<file path="src/rtl/video_io_pkg.sv">
// Shared defaults and helpers for the video core I/O adapter.
//   DEF_DIV, DEF_DEB_CYCLES, DEF_RGB_W, DEF_FRAME_W : default parameter values
//   cnt_width()                                     : counter width for divider/debounce
package video_io_pkg;

  localparam int unsigned DEF_DIV        = 2;
  localparam int unsigned DEF_DEB_CYCLES = 16;
  localparam int unsigned DEF_RGB_W      = 3;
  localparam int unsigned DEF_FRAME_W    = 8;

  // Width of a counter that must hold values up to max(div, deb, 2) - 1.
  function automatic int unsigned cnt_width(input int unsigned div, input int unsigned deb);
    int unsigned m;
    m = (div > deb) ? div : deb;
    if (m < 2) m = 2;
    return $clog2(m);
  endfunction

endpackage

</file>
<file path="src/rtl/key_debounce.sv">
// One board key: 2-flop synchronizer, debounce counter, stable level,
// rise detect and a press event held until the core consumes it on ce.
//   clk, reset : board clock, async active-high reset
//   key        : raw asynchronous key input
//   ce         : core clock enable (a pending press clears at the end of a ce cycle)
//   level      : debounced key level
//   press      : pending press event
module key_debounce
  import video_io_pkg::*;
#(
  parameter int unsigned DEB_CYCLES = DEF_DEB_CYCLES
) (
  input  logic clk,
  input  logic reset,
  input  logic key,
  input  logic ce,
  output logic level,
  output logic press
);

  localparam int unsigned   CW       = cnt_width(1, DEB_CYCLES);
  localparam logic [CW-1:0] CNT_LAST = CW'(DEB_CYCLES - 1);

  logic          sync_meta;
  logic          sync_q;
  logic [CW-1:0] cnt;
  logic          stable;
  logic          take_c;
  logic          rise_c;

  // The synchronized value has differed long enough to be accepted.
  assign take_c = (sync_q != stable) && (cnt == CNT_LAST);
  assign rise_c = take_c && sync_q;

  // Synchronizer
  always_ff @(posedge clk or posedge reset) begin
    if (reset) begin
      sync_meta <= 1'b0;
      sync_q    <= 1'b0;
    end else begin
      sync_meta <= key;
      sync_q    <= sync_meta;
    end
  end

  // Debounce counter and stable level
  always_ff @(posedge clk or posedge reset) begin
    if (reset) begin
      cnt    <= '0;
      stable <= 1'b0;
    end else if (sync_q == stable) begin
      cnt <= '0;
    end else if (take_c) begin
      stable <= sync_q;
      cnt    <= '0;
    end else begin
      cnt <= cnt + CW'(1);
    end
  end

  // Press event: a fresh rise beats a same-edge consume; repeated rises merge.
  always_ff @(posedge clk or posedge reset) begin
    if (reset) begin
      press <= 1'b0;
    end else if (rise_c) begin
      press <= 1'b1;
    end else if (ce) begin
      press <= 1'b0;
    end
  end

  assign level = stable;

endmodule

</file>
<file path="src/rtl/video_core_io_adapter.sv">
// Board-side adapter for a video core: clock-enable divider, debounced keys
// with press handshake, ce-sampled video output registers with pin polarity,
// and a frame counter on ce-sampled vsync rising edges.
//   clk, reset                       : board clock, async active-high reset
//   keys -> key_level, key_press     : raw keys to debounced levels / press events
//   ce                               : core clock enable
//   core_hsync, core_vsync, core_rgb : video from the core
//   hsync, vsync, rgb                : video to the board pins
//   frame_cnt                        : completed frame count (wraps)
module video_core_io_adapter
  import video_io_pkg::*;
#(
  parameter int unsigned DIV        = DEF_DIV,
  parameter int unsigned NKEYS      = 4,
  parameter int unsigned DEB_CYCLES = DEF_DEB_CYCLES,
  parameter int unsigned RGB_W      = DEF_RGB_W,
  parameter int unsigned HS_INV     = 0,
  parameter int unsigned VS_INV     = 0,
  parameter int unsigned FRAME_W    = DEF_FRAME_W
) (
  input  logic               clk,
  input  logic               reset,
  input  logic [NKEYS-1:0]   keys,
  output logic               ce,
  output logic [NKEYS-1:0]   key_level,
  output logic [NKEYS-1:0]   key_press,
  input  logic               core_hsync,
  input  logic               core_vsync,
  input  logic [RGB_W-1:0]   core_rgb,
  output logic               hsync,
  output logic               vsync,
  output logic [RGB_W-1:0]   rgb,
  output logic [FRAME_W-1:0] frame_cnt
);

  localparam int unsigned   CW       = cnt_width(DIV, DEB_CYCLES);
  localparam logic [CW-1:0] DIV_LAST = CW'(DIV - 1);

  logic [CW-1:0] div_cnt;
  logic          hs_reg;
  logic          vs_reg;

  // Divider: ce is registered so it is high in the cycle after the counter
  // wraps, giving the first ce exactly DIV cycles after reset release.
  always_ff @(posedge clk or posedge reset) begin
    if (reset) begin
      div_cnt <= '0;
      ce      <= 1'b0;
    end else begin
      div_cnt <= (div_cnt == DIV_LAST) ? '0 : div_cnt + CW'(1);
      ce      <= (div_cnt == DIV_LAST);
    end
  end

  // Per-key debounce and press handshake
  for (genvar i = 0; i < int'(NKEYS); i++) begin : g_key
    key_debounce #(
      .DEB_CYCLES(DEB_CYCLES)
    ) u_key (
      .clk   (clk),
      .reset (reset),
      .key   (keys[i]),
      .ce    (ce),
      .level (key_level[i]),
      .press (key_press[i])
    );
  end

  // Video registers and frame counter; vs_reg doubles as the previous
  // ce-sampled vsync, so pin polarity never reaches the edge detect.
  always_ff @(posedge clk or posedge reset) begin
    if (reset) begin
      hs_reg    <= 1'b0;
      vs_reg    <= 1'b0;
      rgb       <= '0;
      frame_cnt <= '0;
    end else if (ce) begin
      hs_reg <= core_hsync;
      vs_reg <= core_vsync;
      rgb    <= core_rgb;
      if (core_vsync && !vs_reg) begin
        frame_cnt <= frame_cnt + FRAME_W'(1);
      end
    end
  end

  assign hsync = hs_reg ^ 1'(HS_INV);
  assign vsync = vs_reg ^ 1'(VS_INV);

endmodule

</file>
<file path="config.mk">
export PLATFORM = sky130hd
export DESIGN_NAME = video_core_io_adapter
export DESIGN_NICKNAME = d
export VERILOG_FILES = /design/src/rtl/video_io_pkg.sv /design/src/rtl/key_debounce.sv /design/src/rtl/video_core_io_adapter.sv
export SDC_FILE = /design/constraint.sdc
export NUM_CORES = 1
export LEC_CHECK = 0
export BUFFER_PORTS_ARGS = -buffer_cell sky130_fd_sc_hd__buf_2
export CAP_MARGIN = 20
export CORE_MARGIN = 4
export CORE_UTILIZATION = 49
export CTS_CLUSTER_SIZE = 20
export DETAILED_ROUTE_END_ITERATION = 6
export GPL_ROUTABILITY_DRIVEN = 0
export PLACE_DENSITY_LB_ADDON = 0.05
export SLEW_MARGIN = 10
export SYNTH_ARGS = -nofsm -noshare
export SYNTH_HDL_FRONTEND = slang
export SYNTH_SLANG_ARGS = --single-unit
</file>
<file path="constraint.sdc">
create_clock -name clk -period 1.7 [get_ports clk]
set_input_delay 0.425 -clock clk [delete_from_list [all_inputs] [get_ports clk]]
set_output_delay 0.425 -clock clk [all_outputs]
set_load 0.005 [all_outputs]
</file>
# After elaboration in Yosys (flattened, before gate mapping)
# Index checks and enable logic that the tools add are counted.
# classes
addsub	6
n_mul	0
div_mod_pow	0
order_cmp	0
n_eq_ne	13
shift	0
mux	14
bitwise	4
n_reduce_logical	19
# ops
cell	n
$mux 4	9
$add 4x1->4 const B	5
$eq 4x4->1 const B	4
$reduce_and 2->1	5
$logic_and 1x1->1	9
$add 8x1->8 const B	1
$reduce_bool 2->1	4
$mux 1	5
$eq 1x1->1	4
$eq 4x1->1 const B	1
$ne 1x1->1	4
$not 1->1	4
$logic_not 1->1	1
# totals
ff_bits	50
latch_bits	0
ram_bits	0
romBits	0
in_bits	11
output_inout_bits	22
word_cells	82
n_memories	0

# Depth between registers and ports, before layout
# depth
word_depth	4
ltp_mapped	4
mapped_depth_nobuf	4

# Modules after synthesis
# Synthesis repeated with hierarchy kept, for this count alone.
# hier_totals
cells_unflattened	159
hier_area_um2	2035.7
# modules_own_cells
module	n_inst	cells_each	area_each_um2
key_debounce	4	26	326.6
video_core_io_adapter	1	55	729.4

# Worst setup path after synthesis
# No wires, ideal clock.
# synth_timing
path_type	register to register
from	register frame_cnt[0]
to	register frame_cnt[1]
setup_time_ps	125
t_arrival_ps	949
path_slack_ps	626
path_stages_with_launch	3
path_buffers	0
period_less_slack_ps	1074
path_cell_list	dfrtp_1 ha_1 mux2_2
# synth_between
elab_chain_len	1
# synth_lines
element	line_no	text
start: declaration	video_core_io_adapter.sv:33	output logic [FRAME_W-1:0] frame_cnt
start signal: assignment	video_core_io_adapter.sv:82	frame_cnt <= frame_cnt + FRAME_W'(1);
$add 8x1->8	video_core_io_adapter.sv:82	
# No other way between the ends.
# A chain may end at the register's enable or synchronous reset.

# Worst setup path in the final report
# layout_timing
from	register ce
to	output ce
# layout_lines
element	line_no	text
start: declaration	video_core_io_adapter.sv:24	output logic ce,
start signal: assignment	video_core_io_adapter.sv:51	ce <= (div_cnt == DIV_LAST);
# No word-level cell between the ends.

==> flow_metrics.env <==
export IMPL_status="complete, no violations"
export IMPL_crit_fanout=13
export IMPL_final_clock_skew_ps=2.77
export IMPL_synth_cells=165
export IMPL_layout_commonest_cell="sky130_fd_sc_hd__dfrtp_1"
export IMPL_worstRegToRegCells=3
export IMPL_worst_slew_margin_rel=0.634
export IMPL_finalHoldViolations=0
export IMPL_p_int_uw=1700
export IMPL_worst_slack_ps=75.6
export IMPL_cts_buffers_inserted=5
export IMPL_maximum_number_of_pins_on_one_net_before_global_route_repair=51
export IMPL_r2r_start="ce$_DFF_PP0_"
export IMPL_synth_area_per_cell_um2=12.3
export IMPL_power_density_nw_per_um2=988
export IMPL_average_wire_length_per_cell_after_detail_routing_um=13.5
export IMPL_dp_worst_setup_slack_ps=325
export IMPL_postPlaceCellArea_um2=2210
export IMPL_via_count_of_the_first_global_routing_pass=1281
export IMPL_drt_wl_total_mm=3.33
export IMPL_final_min_period_over_clock_period=0.956
export IMPL_insertedDiodeCount=0
export IMPL_buffer_ports_inserted=32
export IMPL_die_height_um=72.4
export IMPL_critPathRequiredTime_ps=1270
export IMPL_cts_setup_buffers=0
export IMPL_cp_data_arrival_time_ps=1200
export IMPL_crit_type="flip-flop to primary output"
export IMPL_r2r_slack_ps=330
export IMPL_initial_antenna_violation_count=0
export IMPL_dr_total_vias=1275
export IMPL_cts_tree="done"
export IMPL_top_level_ports=33
export IMPL_worst_setup_path_endpoint="ce"
export IMPL_chipWidth_um=72.4
export IMPL_area_delta_synth_final_pct=12.4
export IMPL_clock_sinks=50
export IMPL_setup_viol=0
export IMPL_power_switching_uw=555
export IMPL_design_core_area_um2=4000
export IMPL_grt_setup_unrepaired="no"
export IMPL_final_cell_mix="50 x sky130_fd_sc_hd__dfrtp_1, 32 x sky130_fd_sc_hd__buf_2, 13 x sky130_fd_sc_hd__inv_1, 12 x sky130_fd_sc_hd__xnor2_1, 10 x sky130_fd_sc_hd__nand2_1"
export IMPL_finalCoreUtilization=0.571
export IMPL_power_combinational_fraction=0.111
export IMPL_final_nets=212
export IMPL_ctsHtreeMaxLevel=2
export IMPL_share_of_total_power_consumed_by_net_switching=0.246
export IMPL_synth_yosys_seq_area_share=0.616
export IMPL_critical_path_startpoint="ce$_DFF_PP0_"
export IMPL_slowest_stage="sky130_fd_sc_hd__dfrtp_1"
export IMPL_remaining_drc_errors=0
export IMPL_design_area_um2=2280
export IMPL_synthesis_yosys_warnings=0
export IMPL_clock_insertion_delay_worst_skew_ps=290
export IMPL_cts_max_path_buffers=2
export IMPL_share_clk_of_total_power=0.273
export IMPL_clockRootBuffer="sky130_fd_sc_hd__clkbuf_8"
export IMPL_synth_net_count=181
export IMPL_layout_min_cycle_time_ps=1620
export IMPL_hpwlAfterDp_mm=2.46
export IMPL_fmax_ghz=0.616
export IMPL_crit_family="flip-flops"
export IMPL_p_leak_uw=0.00111
export IMPL_drt_iter0_drc=33
export IMPL_total_grt_usage=0.142
export IMPL_route_antenna_remaining_nets=0
export IMPL_synth_cell_area_um2=2030
export IMPL_crit_buf_inv=1
export IMPL_cts_resized_gates=0
export IMPL_worst_r2r_endpoint="frame_cnt[7]$_DFFE_PP0P_"
export IMPL_standard_cell_row_count=23
export IMPL_worstSetupStartpointType="flip-flop"
export IMPL_power_share_sequential=0.615
export IMPL_tightest_slew_ps=549
export IMPL_yosys_register_bits=50
export IMPL_maxSlewViolCount=0
export IMPL_timing_critical_path_cells="buf_2"
export IMPL_worst_path_largest_cell_delay_ps=690
export IMPL_finalSetupTns_ps=0
export IMPL_hold_worst_slack_ps=163
export IMPL_cts_hold_buf=0
export IMPL_die_area_um2=5240
export IMPL_critical_path_cell_count=1
export IMPL_drive_above_1_share=0.245
export IMPL_worst_hold_path_type="primary input to asynchronous set/reset pin"
export IMPL_floorplan_initialDensity=0.508
export IMPL_drt_first_pass_iters=4
export IMPL_route_detailed_vias_per_inst=5.18
export IMPL_grt_pass1_wl_mm=5.78
export IMPL_gr_total_overflow=0
export IMPL_synth_cell_type_count=22
export IMPL_drv_max_cap_violation_count=0
export IMPL_element_type_at_the_critical_path_end="primary output"
export IMPL_clk_pin_slew_worst_paths_ps=80
export IMPL_max_vdd_drop_mv=0.646
==> how the worst min path moves through the flow <==
stage | cells past startpoint | startpoint | to | slack, ps
2_1_floorplan | 0 | g_key[0].u_key.sync_meta$_DFF_PP0_ | g_key[0].u_key.sync_q$_DFF_PP0_ | 330
3_3_place_gp | 0 | g_key[3].u_key.sync_meta$_DFF_PP0_ | g_key[3].u_key.sync_q$_DFF_PP0_ | 330
3_5_place_dp | 0 | g_key[1].u_key.sync_meta$_DFF_PP0_ | g_key[1].u_key.sync_q$_DFF_PP0_ | 340
4_1_cts | 3 | reset | g_key[0].u_key.cnt[3]$_DFF_PP0_ | 170
5_1_grt | 3 | reset | g_key[2].u_key.cnt[0]$_DFF_PP0_ | 180
6_report | 3 | reset | g_key[2].u_key.cnt[0]$_DFF_PP0_ | 160
==> registers in the layout (all words and copies together) (netlist names) <==
register,flops
g_key.u_key.press,4
g_key.u_key.sync_meta,4
vsync,1
g_key.u_key.cnt,16
rgb,3
div_cnt,4
hsync,1
ce,1
g_key.u_key.level,4
g_key.u_key.sync_q,4
frame_cnt,8
==> kinds of logic after synthesis <==
logic type,after synthesis,share of synthesized area
DFF,50,0.616
and+or+nand+nor,43,0.128
buffers and inverters,23,0.0591
AOI/OAI and AO/OA,21,0.0591
xor gates and xnor gates,17,0.0733
muxes,6,0.0333
adders and majority gates,5,0.0308
==> per-layer routing <==
metal,global-route usage,up-vias,wire (um)
met5,0,-,0
met4,0.0553,0,55
met3,0.0388,7,192
met2,0.243,28,1680
met1,0.172,638,1390
li1,-,602,-
==> final cells by class <==
| cell class | count | area, um^2 |
|---|---|---|
| clock buffers | 7 | 76.3 |
| fillers | 343 | 1720 |
| inverters | 14 | 52.6 |
| multi-input cells | 92 | 659 |
| flip-flops and latches | 50 | 1250 |
| well taps | 50 | 62.6 |
| repair buffers | 33 | 180 |
==> through the flow <==
stage                     std cells  power (uW)
after detailed placement        239        1670
after CTS                       246        2290
final                           246        2250
after global placement          239        1650
after floorplan                 165        1540
after global routing            246        2380
==> power groups by stage <==
| stage | Sequential, uW | Clock, uW | Combinational [uW] |
|---|---|---|---|
| 3_5_place_dp | 1410 | 0 | 258 |
| 5_1_grt | 1410 | 687 | 286 |
| 4_1_cts | 1390 | 643 | 260 |
| 3_3_place_gp | 1400 | 0 | 245 |
| 2_1_floorplan | 1400 | 0 | 139 |
| 6_report | 1390 | 616 | 251 |
==> worst min-delay path, stage by stage <==
cell	delay (ps)
sky130_fd_sc_hd__buf_2	100
sky130_fd_sc_hd__inv_2	60
sky130_fd_sc_hd__buf_12	250
==> cells in the mapped netlist <==
library cell / n / area (um^2)
sky130_fd_sc_hd__nor2_1: 8 / 30.0
sky130_fd_sc_hd__nand4b_4: 1 / 23.8
sky130_fd_sc_hd__nor3b_1: 4 / 30.0
sky130_fd_sc_hd__nand2_1: 10 / 37.5
sky130_fd_sc_hd__dfrtp_1: 50 / 1250
sky130_fd_sc_hd__mux2_2: 6 / 67.6
sky130_fd_sc_hd__nand3b_1: 1 / 7.51
sky130_fd_sc_hd__nand2b_1: 1 / 6.26
sky130_fd_sc_hd__nor2b_1: 4 / 25.0
sky130_fd_sc_hd__nand4_1: 1 / 6.26
sky130_fd_sc_hd__a21oi_1: 8 / 40.0
sky130_fd_sc_hd__buf_4: 9 / 67.6
sky130_fd_sc_hd__inv_1: 14 / 52.6
sky130_fd_sc_hd__nor3_1: 1 / 5.00
sky130_fd_sc_hd__nand3_1: 5 / 25.0
sky130_fd_sc_hd__nand4b_1: 5 / 43.8
sky130_fd_sc_hd__o21ai_0: 9 / 45.0
sky130_fd_sc_hd__xor2_1: 5 / 43.8
sky130_fd_sc_hd__ha_1: 5 / 62.6
sky130_fd_sc_hd__o32ai_1: 4 / 35.0
sky130_fd_sc_hd__xnor2_1: 12 / 105
sky130_fd_sc_hd__nor3_2: 2 / 20.0
Note: power is estimated with default switching activity, not from simulation.
